==> src/rtl/lcd_arbiter.sv <==
// Round-robin arbiter that shares one LCD character driver among NUM_REQ requesters.
// Optional watchdog is compiled in when LCD_ARB_TIMEOUT_EN is defined.
module lcd_arbiter #(
    parameter int NUM_REQ        = 4,
    parameter int GW             = 3,
    parameter int TIMEOUT_CYCLES = 1000
) (
    input  logic                 clk,
    input  logic                 rst_n,
    input  logic [NUM_REQ-1:0]   req_req,
    input  logic [2*NUM_REQ-1:0] req_row,
    input  logic [4*NUM_REQ-1:0] req_col,
    input  logic [8*NUM_REQ-1:0] req_char,
    output logic [NUM_REQ-1:0]   req_busy,
    output logic [NUM_REQ-1:0]   req_done,
    output logic                 drv_req,
    output logic [1:0]           drv_row,
    output logic [3:0]           drv_col,
    output logic [7:0]           drv_char,
    input  logic                 drv_busy,
    input  logic                 drv_done,
    output logic                 grant_valid,
    output logic [GW-1:0]        grant_id,
    output logic                 err_timeout
);
    typedef enum logic [1:0] {IDLE, ISSUE, WAIT_DONE, RELEASE} state_t;

    state_t             r_state, w_state_next;
    logic [GW-1:0]      r_last_grant, w_last_grant_next;
    logic [GW-1:0]      r_grant_id, w_grant_id_next;
    logic               r_grant_valid, w_grant_valid_next;
    logic               r_drv_req, w_drv_req_next;
    logic [NUM_REQ-1:0] r_req_done, w_req_done_next;
    logic [NUM_REQ-1:0] r_req_busy;
    logic [1:0]         r_drv_row;
    logic [3:0]         r_drv_col;
    logic [7:0]         r_drv_char;

    logic               w_latch, w_finish, w_timeout, w_any, w_grant_req;
    logic [GW-1:0]      w_win;
    logic [NUM_REQ-1:0] w_rot, w_is_grant;
    logic [1:0]         w_sel_row;
    logic [3:0]         w_sel_col;
    logic [7:0]         w_sel_char;

    // Rotate so that bit 0 is the requester just after the last winner.
    assign w_rot = NUM_REQ'({req_req, req_req} >> ({1'b0, r_last_grant} + 1'b1));

    always_comb begin
        w_any = 1'b0;
        w_win = '0;
        for (int k = NUM_REQ - 1; k >= 0; k--) begin
            if (w_rot[k]) begin
                w_any = 1'b1;
                w_win = GW'((int'(r_last_grant) + 1 + k) % NUM_REQ);
            end
        end
    end

    always_comb begin
        w_sel_row  = '0;
        w_sel_col  = '0;
        w_sel_char = '0;
        for (int i = 0; i < NUM_REQ; i++) begin
            if (w_win == GW'(i)) begin
                w_sel_row  = req_row[2*i +: 2];
                w_sel_col  = req_col[4*i +: 4];
                w_sel_char = req_char[8*i +: 8];
            end
        end
    end

    genvar gi;
    generate
        for (gi = 0; gi < NUM_REQ; gi++) begin : g_grant_dec
            assign w_is_grant[gi] = (r_grant_id == GW'(gi));
        end
    endgenerate

    assign w_grant_req = |(req_req & w_is_grant);

    always_comb begin
        w_state_next       = r_state;
        w_last_grant_next  = r_last_grant;
        w_grant_id_next    = r_grant_id;
        w_grant_valid_next = r_grant_valid;
        w_drv_req_next     = r_drv_req;
        w_req_done_next    = '0;
        w_latch            = 1'b0;
        w_finish           = 1'b0;
        case (r_state)
            IDLE: begin
                if (w_any) begin
                    w_state_next       = ISSUE;
                    w_last_grant_next  = w_win;
                    w_grant_id_next    = w_win;
                    w_grant_valid_next = 1'b1;
                    w_drv_req_next     = 1'b1;
                    w_latch            = 1'b1;
                end
            end
            ISSUE: begin
                if (drv_done || w_timeout) begin
                    w_finish = 1'b1;
                end else if (drv_busy) begin
                    w_state_next = WAIT_DONE;
                end
            end
            WAIT_DONE: begin
                if (drv_done || w_timeout) begin
                    w_finish = 1'b1;
                end
            end
            RELEASE: begin
                // Hold the grant until the winner lets go, so a stale request is not re-granted.
                if (!w_grant_req) begin
                    w_state_next       = IDLE;
                    w_grant_valid_next = 1'b0;
                end
            end
            default: w_state_next = IDLE;
        endcase
        if (w_finish) begin
            w_state_next    = RELEASE;
            w_drv_req_next  = 1'b0;
            w_req_done_next = w_is_grant;
        end
    end

    always_ff @(posedge clk) begin
        if (!rst_n) begin
            r_state       <= IDLE;
            r_last_grant  <= GW'(NUM_REQ - 1);
            r_grant_id    <= '0;
            r_grant_valid <= 1'b0;
            r_drv_req     <= 1'b0;
            r_req_done    <= '0;
            r_req_busy    <= '0;
            r_drv_row     <= '0;
            r_drv_col     <= '0;
            r_drv_char    <= '0;
        end else begin
            r_state       <= w_state_next;
            r_last_grant  <= w_last_grant_next;
            r_grant_id    <= w_grant_id_next;
            r_grant_valid <= w_grant_valid_next;
            r_drv_req     <= w_drv_req_next;
            r_req_done    <= w_req_done_next;
            r_req_busy    <= {NUM_REQ{w_state_next != IDLE}};
            if (w_latch) begin
                r_drv_row  <= w_sel_row;
                r_drv_col  <= w_sel_col;
                r_drv_char <= w_sel_char;
            end
        end
    end

`ifdef LCD_ARB_TIMEOUT_EN
    localparam int CW = $clog2(TIMEOUT_CYCLES + 1);

    logic [CW-1:0] r_wd_cnt;
    logic          r_err_timeout;

    assign w_timeout = ((r_state == ISSUE) || (r_state == WAIT_DONE)) && !drv_done
                       && (r_wd_cnt == CW'(TIMEOUT_CYCLES - 1));

    always_ff @(posedge clk) begin
        if (!rst_n) begin
            r_wd_cnt      <= '0;
            r_err_timeout <= 1'b0;
        end else begin
            if (w_latch) begin
                r_wd_cnt <= '0;
            end else if ((r_state == ISSUE) || (r_state == WAIT_DONE)) begin
                r_wd_cnt <= r_wd_cnt + 1'b1;
            end
            if (w_timeout) begin
                r_err_timeout <= 1'b1;
            end
        end
    end

    assign err_timeout = r_err_timeout;
`else
    assign w_timeout   = 1'b0;
    assign err_timeout = 1'b0;
`endif

    assign req_busy    = r_req_busy;
    assign req_done    = r_req_done;
    assign drv_req     = r_drv_req;
    assign drv_row     = r_drv_row;
    assign drv_col     = r_drv_col;
    assign drv_char    = r_drv_char;
    assign grant_valid = r_grant_valid;
    assign grant_id    = r_grant_id;

endmodule

==> config.mk <==
export PLATFORM = sky130hd
export DESIGN_NAME = lcd_arbiter
export DESIGN_NICKNAME = d
export VERILOG_FILES = /design/src/rtl/lcd_arbiter.sv
export SDC_FILE = /design/constraint.sdc
export NUM_CORES = 1
export LEC_CHECK = 0
export ABC_AREA = 1
export BUFFER_PORTS_ARGS = -buffer_cell sky130_fd_sc_hd__buf_2
export CORE_MARGIN = 5
export CORE_UTILIZATION = 46
export CTS_CLUSTER_DIAMETER = 200
export CTS_CLUSTER_SIZE = 24
export DETAILED_ROUTE_END_ITERATION = 10
export PLACE_DENSITY = 0.81
export REMOVE_ABC_BUFFERS = 1
export SYNTH_ARGS = -nofsm -noshare
export SYNTH_HDL_FRONTEND = slang
export SYNTH_SLANG_ARGS = --single-unit
==> constraint.sdc <==
create_clock -name clk -period 2.2 [get_ports clk]
set_input_delay 0 -clock clk [delete_from_list [all_inputs] [get_ports clk]]
set_output_delay 0 -clock clk [all_outputs]
set_load 0.01 [all_outputs]
==> metrics.yaml <==
via_count: 2085
setup_viol: 0
grt_util_all_layers_pct: 19.7
antenna_found_initial: 0
crit_type: "reg2reg"
dp_hpwl_mm: 3.99
placed_area_sq_mm: 0.00223
r2r_end: "drv_row[1]"
synth_area_sq_mm: 0.00183
fin_area_sq_mm: 0.00228
overflow: 0
drtIter0Drc: 101
numCtsBuffers: 3
instances_no_fill: 420
core_area_sq_mm: 0.00391
power.leakage_nw: 1.27
hp-start: "req_char[7]"
whs_ps: 32.9
clock_path_buffers: 2
drt_pre_antenna_iters: 4
whs_path_depth: 5
grt_pass1_wl_mm: 8.39
critPathArrivalTime_ps: 2160
via_per_inst: 4.96
yosysUniqueCellTypes: 27
tightest_slew_ps: 588
powerDensity_mw_per_mm2: 1560
cts_setup_buffers: 0
rows: 23
max_freq_mhz: 515
crit_chain: "inv_4 -> nand2_2 -> nand2_2 -> o21ai_4 -> o21ai_1 -> nand2_1 -> nand2_2 -> buf_4 -> nor2_2 -> nand2_1 -> nand4_1 -> nand2_1 -> a21oi_1"
htree_levels: 1
yosysSeqAreaShare_pct: 29.6
insertion_delay_ps: 280
final_nets: 439
port_buffers: 89
fin_setup_tns_ps: 0
syn_inst: 291
path_max_fanout: 13
finalCritPeriodShare_pct: 88.2
cts.clk_slew.worst_paths_ps: 100
routabilityCongestion: 0.910
cts_tree: "built"
dp_cells: 416
first_global_vias: 2043
status: "complete, no violations"
synth_seq_cells: 27
final_max_slew_viol_count: 0
layout_commonest_cell: "nand2_1"
final_cell_mix: "nand2_1 (90), buf_2 (89), inv_1 (35), nand3_1 (35), o21ai_0 (26)"
cp_slowest_stage_delay_ps: 450
relSlewSlack_pct: 60.7
period_minus_slack_ps: 1940
crit_slowest_cell: "dfxtp_2"
r2r-start: "r_last_grant[0]"
startpoint_type: "flip-flop"
finalHoldViolCount: 0
fillCellCount: 408
reg2reg_depth: 13
yosys_warnings: 0
fp.dieArea_sq_mm: 0.00533
worst_clock_skew_ps: 1.71
cts_sinks: 27
drt-wirelength-per-cell_um: 11.9
area_growth_pct: 24.9
io_pins: 92
rsz0062_at_grt: "no"
root_buffer: "clkbuf_8"
holdPathEnd: "drv_char[7]"
ir_worst_vdd_uv: 876
multi_input_area_sq_mm: 0.00101
r2r_setup_slack_ps: 260
start_util_pct: 46.7
cp.required_ps: 2420
grt_max_degree: 17
drive_gt1_share_pct: 31.9
die_x_um: 73.0
drc: 0
fin_util_pct: 58.3
endpoint_kind: "flip-flop"
maxCapViolCount: 0
drt-total-wl_mm: 4.98
worstHoldPathType: "in2reg"
dieHeight_um: 73.0
antenna-diode-count: 0
regArea_sq_um: 543
avgSynthCellArea_sq_um: 6.28
ant_nets: 0
[metal layers]
metal	up-vias	part of all wire [%]	global-route usage (%)
met5	-	0	0
li1	1071	-	-
met1	898	42	23.0
met4	0	3.2	9.84
met2	101	45	33.4
met3	15	9.9	4.82
[registers in the layout, summed over array words and instances, names as in the netlist]
| name | count |
|---|---|
| drv_col | 4 |
| req_done | 4 |
| drv_row | 2 |
| r_last_grant | 2 |
| req_busy | 1 |
| grant_valid | 1 |
| drv_char | 8 |
| r_state | 2 |
| grant_id | 2 |
| drv_req | 1 |
[timing repair]
action                     in CTS  in global routing
gates resized for setup         0                  2
hold buffers                    0                  0
setup endpoints to repair       0                 13
[cell usage after synthesis, drive strengths merged]
| master | number | area [sq um] |
|---|---|---|
| nand2 | 95 | 374 |
| inv | 39 | 151 |
| nand3 | 35 | 175 |
| o21ai | 29 | 156 |
| dfxtp | 27 | 541 |
| a21oi | 17 | 111 |
| nor2 | 16 | 72.6 |
| buf | 15 | 118 |
| ha | 4 | 50.1 |
| nor3 | 4 | 20.0 |
| clkbuf | 3 | 12.5 |
| nand4 | 3 | 18.8 |
| o211ai | 2 | 15.0 |
| conb | 1 | 3.75 |
| xnor2 | 1 | 8.76 |
[cell families (layout without fill, tap and decap cells)]
kind of cell               count (synthesis)  in the layout  synth area share [%]
and+or+nand+nor                          153            153                  36.1
buffers and inverters                     57            135                  15.4
AOI/OAI and AO/OA                         48             48                  15.5
DFF                                       27             27                  29.6
adders and majority gates                  4              4                  2.74
other                                      1              2                 0.205
xor gates and xnor gates                   1              1                 0.479
[through the flow]
stage	worst slack (ps)	power, mW
2_1_floorplan	-31.9	2.58
3_3_place_gp	209	3.22
3_5_place_dp	160	3.27
4_1_cts	142	3.57
5_1_grt	2.46	4.01
6_report	259	3.56
[layout make-up]
| type | count | area share [%] |
|---|---|---|
| multi-input cells | 208 | 44.2 |
| flip-flops and latches | 27 | 23.8 |
| repair buffers | 92 | 20.5 |
| inverters | 39 | 6.63 |
| well taps | 50 | 2.74 |
| clock buffers | 3 | 1.81 |
| clock inverters | 1 | 0.329 |
[how the worst max path moves through the flow]
stage	start	depth (start not counted)	to	slack (ps)
detailed placement	r_last_grant[0]	14	drv_char[1]	160
CTS	r_last_grant[0]	14	drv_char[1]	140
global route	r_last_grant[0]	15	drv_row[1]	2
floorplan	r_last_grant[0]	9	drv_char[0]	-30
finish	r_last_grant[0]	13	drv_row[1]	260
global placement	r_last_grant[1]	13	drv_char[6]	210
[critical path, delay by kind of cell (launching register included)]
family	cells	cell delay (ps)
compound gates	3	360
buf+inv	2	290
flops	1	450
simple gates	8	760
[power by group]
part / internal, mW / switching, mW / total, mW
Combinational: 0.889 / 1.58 / 2.46
Sequential: 0.661 / 0.139 / 0.801
Clock: 0.129 / 0.170 / 0.299
Total: 1.68 / 1.88 / 3.56
(Power assumes the default switching activity.)
